--- src/rtl/cpu_types_pkg.sv ---
// cpu_types_pkg: shared core types (RAM handshake state, machine word) plus
// the arbiter state encoding and its starvation-guard helper.
package cpu_types_pkg;

  typedef logic [31:0] word_t;

  typedef enum logic [1:0] {
    FREE   = 2'b00,
    BUSY   = 2'b01,
    ACCESS = 2'b10,
    ERROR  = 2'b11
  } ramstate_t;

  typedef enum logic [1:0] {
    IDLE   = 2'b00,
    IGRANT = 2'b01,
    DGRANT = 2'b10
  } arbstate_t;

  // Saturating increment of the data-grant streak counter.
  function automatic logic [3:0] streak_inc(input logic [3:0] cur, input logic [3:0] max);
    logic [3:0] nxt;
    if (cur >= max) begin
      nxt = max;
    end else begin
      nxt = cur + 4'd1;
    end
    return nxt;
  endfunction

endpackage

--- src/rtl/arb_stat_counter.sv ---
// arb_stat_counter: enable-gated 32-bit event counter that wraps at 2^32.
module arb_stat_counter (
  input  logic        CLK,
  input  logic        RST,
  input  logic        en,
  output logic [31:0] cnt
);

  logic [31:0] cnt_q;
  logic [31:0] cnt_d;

  // Count one event per enabled cycle; natural overflow gives the wrap.
  always_comb begin
    if (en) begin
      cnt_d = cnt_q + 32'd1;
    end else begin
      cnt_d = cnt_q;
    end
  end

  // Counter register, cleared by the asynchronous reset.
  always_ff @(posedge CLK or posedge RST) begin
    if (RST) begin
      cnt_q <= 32'd0;
    end else begin
      cnt_q <= cnt_d;
    end
  end

  assign cnt = cnt_q;

endmodule

--- src/rtl/memory_arbiter.sv ---
// memory_arbiter: sequences the unified RAM port between instruction fetch
// and data accesses. Data has priority, limited by a streak guard that
// forces an instruction grant after DSTREAK_MAX data grants in a row.
// Optional build macro MEMORY_ARBITER_STATS_EN adds igrant_cnt, dgrant_cnt
// and stall_cnt outputs.
module memory_arbiter
  import cpu_types_pkg::*;
#(
  parameter int unsigned DSTREAK_MAX = 4
) (
  input  logic        CLK,
  input  logic        RST,
  input  logic        iREN,
  input  logic [31:0] iaddr,
  output logic        iwait,
  output logic [31:0] iload,
  input  logic        dREN,
  input  logic        dWEN,
  input  logic [31:0] daddr,
  input  logic [31:0] dstore,
  output logic        dwait,
  output logic [31:0] dload,
  output logic        ramREN,
  output logic        ramWEN,
  output logic [31:0] ramaddr,
  output logic [31:0] ramstore,
  input  logic [31:0] ramload,
  input  logic [1:0]  ramstate
`ifdef MEMORY_ARBITER_STATS_EN
  ,
  output logic [31:0] igrant_cnt,
  output logic [31:0] dgrant_cnt,
  output logic [31:0] stall_cnt
`endif
);

  localparam logic [3:0] STREAK_MAX = DSTREAK_MAX[3:0];

  arbstate_t  state_q, state_d;
  logic [3:0] streak_q, streak_d;
  logic       dreq_s;
  logic       ram_access_s;
  logic       icomp_s;
  logic       dcomp_s;

  assign dreq_s       = dREN | dWEN;
  assign ram_access_s = (ramstate == ACCESS);

  // Next-state, streak update and RAM strobes; strobes follow the live
  // request so a withdrawn request drops them in the same cycle.
  always_comb begin
    state_d  = state_q;
    streak_d = streak_q;
    ramREN   = 1'b0;
    ramWEN   = 1'b0;
    ramaddr  = 32'h0000_0000;
    ramstore = 32'h0000_0000;
    icomp_s  = 1'b0;
    dcomp_s  = 1'b0;
    case (state_q)
      IDLE: begin
        if (dreq_s && ((streak_q < STREAK_MAX) || !iREN)) begin
          state_d = DGRANT;
        end else if (iREN) begin
          state_d = IGRANT;
        end else begin
          state_d = IDLE;
        end
      end
      IGRANT: begin
        if (!iREN) begin
          state_d = IDLE;
        end else begin
          ramREN  = 1'b1;
          ramaddr = iaddr;
          if (ram_access_s) begin
            icomp_s  = 1'b1;
            state_d  = IDLE;
            streak_d = 4'd0;
          end else begin
            state_d = IGRANT;
          end
        end
      end
      DGRANT: begin
        if (!dreq_s) begin
          state_d = IDLE;
        end else begin
          ramWEN   = dWEN;
          ramREN   = dREN & ~dWEN;
          ramaddr  = daddr;
          ramstore = dstore;
          if (ram_access_s) begin
            dcomp_s = 1'b1;
            state_d = IDLE;
            if (iREN) begin
              streak_d = streak_inc(streak_q, STREAK_MAX);
            end else begin
              streak_d = 4'd0;
            end
          end else begin
            state_d = DGRANT;
          end
        end
      end
      default: begin
        state_d = IDLE;
      end
    endcase
  end

  // Wait and load outputs: loads are only non-zero on the completing cycle.
  always_comb begin
    iwait = iREN & ~icomp_s;
    dwait = dreq_s & ~dcomp_s;
    if (icomp_s) begin
      iload = ramload;
    end else begin
      iload = 32'h0000_0000;
    end
    if (dcomp_s) begin
      dload = ramload;
    end else begin
      dload = 32'h0000_0000;
    end
  end

  // Arbiter state and streak registers.
  always_ff @(posedge CLK or posedge RST) begin
    if (RST) begin
      state_q  <= IDLE;
      streak_q <= 4'd0;
    end else begin
      state_q  <= state_d;
      streak_q <= streak_d;
    end
  end

`ifdef MEMORY_ARBITER_STATS_EN
  arb_stat_counter u_igrant_cnt (.CLK(CLK), .RST(RST), .en(icomp_s),       .cnt(igrant_cnt));
  arb_stat_counter u_dgrant_cnt (.CLK(CLK), .RST(RST), .en(dcomp_s),       .cnt(dgrant_cnt));
  arb_stat_counter u_stall_cnt  (.CLK(CLK), .RST(RST), .en(iwait | dwait), .cnt(stall_cnt));
`endif

endmodule

--- config.mk ---
export PLATFORM = sky130hd
export DESIGN_NAME = memory_arbiter
export DESIGN_NICKNAME = d
export VERILOG_FILES = /design/src/rtl/cpu_types_pkg.sv /design/src/rtl/arb_stat_counter.sv /design/src/rtl/memory_arbiter.sv
export SDC_FILE = /design/constraint.sdc
export NUM_CORES = 1
export LEC_CHECK = 0
export ABC_AREA = 1
export BUFFER_PORTS_ARGS = -buffer_cell sky130_fd_sc_hd__buf_4
export CAP_MARGIN = 15
export CORE_AREA = 4 4 102 104
export CTS_CLUSTER_SIZE = 8
export DETAILED_ROUTE_END_ITERATION = 8
export DIE_AREA = 0 0 106 108
export SLEW_MARGIN = 20
export SYNTH_ARGS = -nofsm -noshare
export SYNTH_HDL_FRONTEND = slang
export SYNTH_HIERARCHICAL = 1
export SYNTH_SLANG_ARGS = --single-unit
--- constraint.sdc ---
create_clock -name CLK -period 1.6 [get_ports CLK]
set_clock_uncertainty 0.05 [all_clocks]
set_input_delay 0.08 -clock CLK [delete_from_list [all_inputs] [get_ports CLK]]
set_output_delay 0.08 -clock CLK [all_outputs]
set_load 0.05 [all_outputs]
==> qor.txt, run 1 <==
FINISH
--------------------------------------------------------------------------------------------------------
Final layout net count                                                                               775
Fraction of final layout cells with drive strength greater than 1                                 73.62%
Syn-to-layout area delta                                                                          239.5%
Number of antenna diodes                                                                               0
Area used by sequential logic in the layout                                                  150.1 sq um
Post-Layout Cell Count                                                                               766
Number of inserted filler cells in the final layout                                                  814
Multi-input logic area                                                                      0.002101 sq mm

DETAILED ROUTING
--------------------------------------------------------------------------------------------------------
Initial detailed-routing violation count                                                             122
Count of TritonRoute iterations in the first routing pass                                              4
Avg WL per Cell                                                                                 16.14 um
Antenna violation net count after detailed routing                                                     0
Sum of routed wire length over all layers                                                      12,360 um
Residual DRC count                                                                                     0
Vias post-DR                                                                                       3,292
Vias per cell                                                                                      4.298

TIMING
--------------------------------------------------------------------------------------------------------
Final cycle utilization of the critical path                                                      115.1%
Transition time at the pin with the least slew margin                                          0.5176 ns
Worst hold margin                                                                              0.1664 ns
Post-route setup slack                                                                        -0.2415 ns
Final setup vio count                                                                                126
Final slew viol count                                                                                  0
Crit path time final                                                                            1.841 ns
Endpoints failing hold                                                                                 0
RSZ-0062 raised after global routing                                                                 yes
Worst relative slew slack                                                                         65.44%
Fmax achieved                                                                                  543.0 MHz
Total negative setup slack                                                                     -21.43 ns

YOSYS
--------------------------------------------------------------------------------------------------------
Synthesized area divided by synthesized cell count                                           4.881 sq um
Post-Syn Nets                                                                                        485
Post-Syn Instances                                                                                   345
Post-synthesis mux area share                                                                         0%
Cell Area, Synth                                                                            0.001684 sq mm
#FFs+latches synth                                                                                     6
Post-synthesis sequential area ratio                                                              8.915%
Synth warn                                                                                             6
Post-Synth Simple-Gate Area                                                                       54.61%
Fraction of the mapped netlist area in compound gates                                             14.26%
Adder and majority gate portion of the synthesized area                                           3.715%
Largest family of logic cells by synthesized area                                           simple AND/OR/NAND/NOR gates
Distinct cell type count after synthesis                                                              19
Post-synthesis share of cell area spent on xor and xnor gates                                         0%

CLOCK NETWORK
--------------------------------------------------------------------------------------------------------
Root Driver                                                                                 sky130_fd_sc_hd__clkbuf_8
Insertion delay of the later-clocked pin in the worst-skew pair                                  0.23 ns
CTS tree                                                                                             yes
Clock tree buffer depth                                                                                2
Clock H-tree levels                                                                                    1
Post-CTS clock slew at the launch and capture registers of the worst setup and hold paths        0.04 ns
Sink count of the clock tree                                                                           6
CTS buffer count                                                                                       3

RUN
--------------------------------------------------------------------------------------------------------
Number of max-cap violations                                                                           0

FLOORPLANNING
--------------------------------------------------------------------------------------------------------
Chip Height                                                                                       108 um
Core area                                                                                   0.009549 sq mm
Number of placement rows                                                                              36
Starting density of the core                                                                      17.64%
Number of placed I/O pins                                                                            267
Die X                                                                                             106 um
Area of the die                                                                             0.01145 sq mm

POWER AND IR DROP
--------------------------------------------------------------------------------------------------------
Largest vdd supply drop                                                                        0.5714 mV
Lkg Pwr                                                                                      0.002777 uW
Sum of internal, switching and leakage power                                                     6574 uW
P per Cell Area                                                                             1150 mW/mm^2

WORST SETUP PATH
--------------------------------------------------------------------------------------------------------
Type of the worst setup path                                                                register to output pin
Kind of start point of the critical path                                                        register
Arrival time of data at the critical path endpoint                                               1.71 ns
Worst Path Required                                                                              1.47 ns
Peak fanout along the critical path                                                                    8
Type of element capturing the critical path                                                   output pin

PLACED DESIGN
--------------------------------------------------------------------------------------------------------
I/O Buffers                                                                                          266
Number of placed instances, taps included                                                            744
Detailed-placement wirelength estimate                                                           9268 um
Last weighted congestion value of the routability-driven placer                                   0.8268
Dpl ws                                                                                       -0.05235 ns

OUTCOME
--------------------------------------------------------------------------------------------------------
Failing checks                                                                              setup timing
Result of the run                                                                           complete, but fails checks

GRT
--------------------------------------------------------------------------------------------------------
Global-route wire length before repair                                                         17,650 um
Gr ovfl total                                                                                          0
Via count of the first global-routing pass                                                         3,398
Maximum number of pins on one net before global-route repair                                          35
GRT Resource Usage Total                                                                          19.26%
Number of antenna violations at the first check in global routing                                      0

HOLD PATH
--------------------------------------------------------------------------------------------------------
Type of the most critical hold path                                                         input port to register

final timing paths:
kind	from	end	slack, ns	cells after the start
setup / recovery	state_q[1]$_DFF_PP0_	dload[6]	-0.24	9
hold / removal	iREN	streak_q[2]$_DFFE_PP0P_	0.17	5
setup reg to reg	state_q[0]$_DFF_PP0_	streak_q[1]$_DFFE_PP0P_	0.10	9
hold reg to reg	streak_q[1]$_DFFE_PP0P_	streak_q[1]$_DFFE_PP0P_	0.44	2
max in group asynchronous	RST	state_q[1]$_DFF_PP0_	1.00	3
min in group asynchronous	RST	streak_q[0]$_DFFE_PP0P_	0.29	3
cell type report:
type                    instances  share of cell area, %
repair buffers                306                  53.60
multi-input cells             271                  36.75
inverters                      47                  3.392
well taps                     133                  2.911
flip-flops and latches          6                  2.626
clock buffers                   3                 0.7223
per-layer routing:
metal  GRT usage (%)  vias to the layer above  wire length (um)  share of wire, %
li1                -                     1601                 -                 -
met1           20.43                     1496              4400                36
met2           37.43                      170              6650                54
met3           5.134                       25               986               8.0
met4           5.180                        0               323               2.6
met5               0                        -                 0                 0
sequential cells by signal, indices dropped and copies added, names as in the netlist:
name / cells
state_q: 2
streak_q: 4
cell families after synthesis:
family | Yosys count
and+or+nand+nor | 226
adders and majority gates | 5
DFF | 6
AOI/OAI and AO/OA | 40
buffers and inverters | 68
cells in the final DEF (no fill, tap or decap), types with 2 or more instances in the layout:
cell type and n:
sky130_fd_sc_hd__buf_8 24, sky130_fd_sc_hd__nand3_1 2, sky130_fd_sc_hd__dfrtp_1 6, sky130_fd_sc_hd__inv_2 4
sky130_fd_sc_hd__a21oi_4 31, sky130_fd_sc_hd__inv_1 41, sky130_fd_sc_hd__nor2_4 39, sky130_fd_sc_hd__buf_6 77
sky130_fd_sc_hd__ha_1 2, sky130_fd_sc_hd__nand2_2 30, sky130_fd_sc_hd__nor2_1 38, sky130_fd_sc_hd__ha_4 3
sky130_fd_sc_hd__a21oi_2 3, sky130_fd_sc_hd__buf_16 7, sky130_fd_sc_hd__nand2_1 73, sky130_fd_sc_hd__clkbuf_8 3
sky130_fd_sc_hd__buf_4 185, sky130_fd_sc_hd__nand2_4 14, sky130_fd_sc_hd__buf_12 11, sky130_fd_sc_hd__nor2_2 27
sky130_fd_sc_hd__a21oi_1 3, sky130_fd_sc_hd__nand2_8 2
synth_stat cells:
| master | n | area (sq um) |
|---|---|---|
| sky130_fd_sc_hd__a21oi_1 | 27 | 135.1 |
| sky130_fd_sc_hd__clkinv_1 | 1 | 3.750 |
| sky130_fd_sc_hd__inv_2 | 2 | 7.510 |
| sky130_fd_sc_hd__o21ai_0 | 2 | 10.01 |
| sky130_fd_sc_hd__dfrtp_1 | 6 | 150.1 |
| sky130_fd_sc_hd__nand2_2 | 10 | 62.56 |
| sky130_fd_sc_hd__nor2_1 | 92 | 345.3 |
| sky130_fd_sc_hd__ha_1 | 5 | 62.56 |
| sky130_fd_sc_hd__nor2_4 | 1 | 11.26 |
| sky130_fd_sc_hd__inv_1 | 44 | 165.2 |
| sky130_fd_sc_hd__buf_2 | 9 | 45.04 |
| sky130_fd_sc_hd__nand2_4 | 1 | 11.26 |
| sky130_fd_sc_hd__a21boi_0 | 1 | 7.510 |
| sky130_fd_sc_hd__clkbuf_1 | 6 | 22.52 |
| sky130_fd_sc_hd__buf_6 | 6 | 67.56 |
| sky130_fd_sc_hd__nor2_2 | 11 | 68.82 |
| sky130_fd_sc_hd__nand3_1 | 3 | 15.01 |
| sky130_fd_sc_hd__a21oi_2 | 10 | 87.58 |
| sky130_fd_sc_hd__nand2_1 | 108 | 405.4 |
worst max-delay path, stage by stage (launching register included):
cell and delay, ns:
sky130_fd_sc_hd__dfrtp_1 0.37, sky130_fd_sc_hd__buf_6 0.12, sky130_fd_sc_hd__ha_4 0.13, sky130_fd_sc_hd__inv_2 0.04, sky130_fd_sc_hd__nor2_4 0.13, sky130_fd_sc_hd__buf_6 0.15
sky130_fd_sc_hd__nand2_8 0.08, sky130_fd_sc_hd__buf_12 0.17, sky130_fd_sc_hd__nor2_4 0.12, sky130_fd_sc_hd__buf_8 0.16
stage by stage:
stage / util, % / instance area, sq um
floorplan: - / 2260
global placement: 47.82 / 4567
detailed placement: 47.82 / 4567
CTS: 57.42 / 5483
global route: 59.87 / 5717
finish: 59.87 / 5717
timing repair:
item / CTS / global route
gates resized for setup: 166 / 70
pin swaps: 7 / 8
hold buffers: 1 / 0
endpoints found under the hold margin: 6 / 0
buffers inserted: 11 / 2
gates cloned: 7 / 1
setup endpoints to repair: 132 / 135
power breakdown:
| part | internal [uW] | switching, uW |
|---|---|---|
| Sequential | 189 | 29.8 |
| Clock | 163 | 80.0 |
| Combinational | 2370 | 3740 |
| Total | 2720 | 3850 |
Power figures use the tool's default switching activity.
==> inputs of run 2 (changes only) <==
--- a/config.mk
+++ b/config.mk
@@ -12,6 +12,7 @@
 export CTS_CLUSTER_SIZE = 8
 export DETAILED_ROUTE_END_ITERATION = 8
 export DIE_AREA = 0 0 106 108
+export SKIP_LAST_GASP = 1
 export SLEW_MARGIN = 20
 export SYNTH_ARGS = -nofsm -noshare
 export SYNTH_HDL_FRONTEND = slang
==> run 2 against run 1 <==
Compared with the run above:
- the run still ends with setup timing left
- sequential cell count did not move
- hold slack did not move
- clock-buffer cell count did not move
- largest cell class unchanged
==> qor.txt, run 2 (synthesized netlist as in run 1, its figures left out) <==
OUTCOME
--------------------------------------------------------------------------------------------------------
Result of the run                                                                           complete, but fails checks
Failing checks                                                                              setup timing

TIMING
--------------------------------------------------------------------------------------------------------
Endpoints failing hold                                                                                 0
Transition time at the pin with the least slew margin                                          0.5176 ns
Post-route setup slack                                                                        -0.2341 ns
Fmax achieved                                                                                  545.2 MHz
Worst relative slew slack                                                                         65.44%
Crit path time final                                                                            1.834 ns
RSZ-0062 raised after global routing                                                                 yes
Final setup vio count                                                                                126
Final slew viol count                                                                                  0
Final cycle utilization of the critical path                                                      114.6%
Total negative setup slack                                                                     -21.19 ns

DETAILED ROUTING
--------------------------------------------------------------------------------------------------------
Count of TritonRoute iterations in the first routing pass                                              4
Vias per cell                                                                                      4.312
Avg WL per Cell                                                                                 16.19 um
Residual DRC count                                                                                     0
Sum of routed wire length over all layers                                                      12,400 um
Antenna violation net count after detailed routing                                                     0
Vias post-DR                                                                                       3,303
Initial detailed-routing violation count                                                             137

WORST SETUP PATH
--------------------------------------------------------------------------------------------------------
Chain of cells forming the critical path                                                    buf_6, ha_4, inv_2, nor2_4, buf_6, buf_16, nand2_4, a21oi_4, buf_6
Kind of start point of the critical path                                                        register
Type of the worst setup path                                                                register to output pin
Critical path's largest stage delay                                                              0.37 ns
Worst setup startpoint                                                                      state_q[1]$_DFF_PP0_
Register-to-register path setup slack                                                            0.10 ns
Number of cells traversed by the worst register-to-register path                                       9
Highest-delay cell along the critical path                                                  sky130_fd_sc_hd__dfrtp_1
Critical path's top delay family                                                            buffers and inverters
Peak fanout along the critical path                                                                    6
Destination of the worst register-to-register timing path                                   streak_q[1]$_DFFE_PP0P_
Worst Path Required                                                                              1.47 ns
Critical path endpoint                                                                       ramaddr[15]
Arrival time of data at the critical path endpoint                                               1.70 ns
Type of element capturing the critical path                                                   output pin
Launch point of the worst reg-to-reg path                                                   state_q[0]$_DFF_PP0_
Critical path buffers and inverters                                                                    5
Critical Path Stages                                                                                   9
Cell seen most often among critical-path stages                                             sky130_fd_sc_hd__buf_6

FINISH
--------------------------------------------------------------------------------------------------------
Register ranked first by flip-flop count                                                        streak_q
Multi-input logic area                                                                      0.002076 sq mm
Number of inserted filler cells in the final layout                                                  807
Finished Core Util                                                                                59.57%
Final layout net count                                                                               775
Largest register FFs                                                                                   4
Number of antenna diodes                                                                               0
Most common cell after layout, fill and taps aside                                          sky130_fd_sc_hd__buf_4
Syn-to-layout area delta                                                                          237.7%
Biggest registers after layout                                                              streak_q (4), state_q (2)
Fraction of final layout cells with drive strength greater than 1                                 73.30%
Area used by sequential logic in the layout                                                  150.1 sq um
Leading cell types in the layout, fill and taps excluded                                    sky130_fd_sc_hd__buf_4, sky130_fd_sc_hd__buf_6, sky130_fd_sc_hd__nand2_1, sky130_fd_sc_hd__inv_1, sky130_fd_sc_hd__nor2_4

POWER AND IR DROP
--------------------------------------------------------------------------------------------------------
Lkg Pwr                                                                                      0.002752 uW
Sum of internal, switching and leakage power                                                     6546 uW
P per Cell Area                                                                             1151 mW/mm^2
Largest vdd supply drop                                                                        0.5713 mV

GRT
--------------------------------------------------------------------------------------------------------
GRT Resource Usage Total                                                                          19.26%
Global-route wire length before repair                                                         17,650 um
Gr ovfl total                                                                                          0
Maximum number of pins on one net before global-route repair                                          35
Number of antenna violations at the first check in global routing                                      0
Via count of the first global-routing pass                                                         3,398

CLOCK NETWORK
--------------------------------------------------------------------------------------------------------
Post-CTS clock slew at the launch and capture registers of the worst setup and hold paths        0.04 ns
Sink count of the clock tree                                                                           6
Clock tree buffer depth                                                                                2
CTS buffer count                                                                                       3
Root Driver                                                                                 sky130_fd_sc_hd__clkbuf_8
Clock H-tree levels                                                                                    1
Insertion delay of the later-clocked pin in the worst-skew pair                                  0.23 ns
CTS tree                                                                                             yes

HOLD PATH
--------------------------------------------------------------------------------------------------------
Type of the most critical hold path                                                         input port to register
Cells on Worst Hold Path                                                                               5

FLOORPLANNING
--------------------------------------------------------------------------------------------------------
Chip Height                                                                                       108 um
Number of placed I/O pins                                                                            267
Core area                                                                                   0.009549 sq mm
Area of the die                                                                             0.01145 sq mm
Starting density of the core                                                                      17.64%
Number of placement rows                                                                              36
Die X                                                                                             106 um

PLACED DESIGN
--------------------------------------------------------------------------------------------------------
I/O Buffers                                                                                          266
Detailed-placement wirelength estimate                                                           9268 um
Last weighted congestion value of the routability-driven placer                                   0.8268

RUN
--------------------------------------------------------------------------------------------------------
Number of max-cap violations                                                                           0

[run 2: cell counts in the layout (fill, tap and decap cells not counted)]
No cell type changed its count.
[run 2: per-layer routing]
layer / up-vias / wire, um / global-route usage [%]
met5: - / 0 / 0
met4: 0 / 330 / 5.180
met3: 29 / 1055 / 5.134
met2: 175 / 6637 / 37.43
met1: 1500 / 4378 / 20.43
li1: 1599 / - / -
[run 2: how the worst min path moves through the flow]
stage                                    to  from
floorplan              state_q[0]$_DFF_PP0_   RST
global placement    streak_q[0]$_DFFE_PP0P_   RST
detailed placement  streak_q[1]$_DFFE_PP0P_   RST
CTS                 streak_q[2]$_DFFE_PP0P_  iREN
global route        streak_q[2]$_DFFE_PP0P_  iREN
finish              streak_q[2]$_DFFE_PP0P_  iREN
[run 2: worst min-delay path, cell delays in order]
cell	delay [ns]
sky130_fd_sc_hd__buf_4	0.14
sky130_fd_sc_hd__nand2_1	0.06
sky130_fd_sc_hd__a21oi_1	0.04
sky130_fd_sc_hd__nand2_1	0.05
sky130_fd_sc_hd__nand2_1	0.04
[run 2: power breakdown]
part	switching, uW	leakage, uW	internal (uW)	total (uW)
logic	3720	0.00265	2360	6080
clock network	80.0	0.0000216	163	243
registers	29.8	0.0000804	189	219
total	3830	0.00275	2710	6550
[run 2: area by class of cell]
class	instances	share of cell area (%)
well taps	133	2.926
clock buffers	3	0.7259
flip-flops and latches	6	2.640
inverters	47	3.410
multi-input cells	271	36.49
repair buffers	306	53.81
[run 2: what timing repair did]
action / in CTS / in global routing
pin swaps: 7 / 8
hold endpoints to repair: 6 / 0
hold buffers: 1 / 0
cloned: 7 / 1
setup buffers: 11 / 2
gates resized for setup: 165 / 64
endpoints found under the setup margin: 132 / 135
[run 2: metrics by stage]
step / setup slack [ns] / hold WS [ns] / area [sq um] / instances
2_1_floorplan: -0.2697 / -0.1790 / 2260 / 345
3_3_place_gp: -0.01402 / -0.03437 / 4567 / 744
3_5_place_dp: -0.05235 / -0.02119 / 4567 / 744
4_1_cts: -0.2639 / 0.1654 / 5483 / 766
5_1_grt: -0.3012 / 0.2121 / 5688 / 766
6_report: -0.2341 / 0.1664 / 5688 / 766
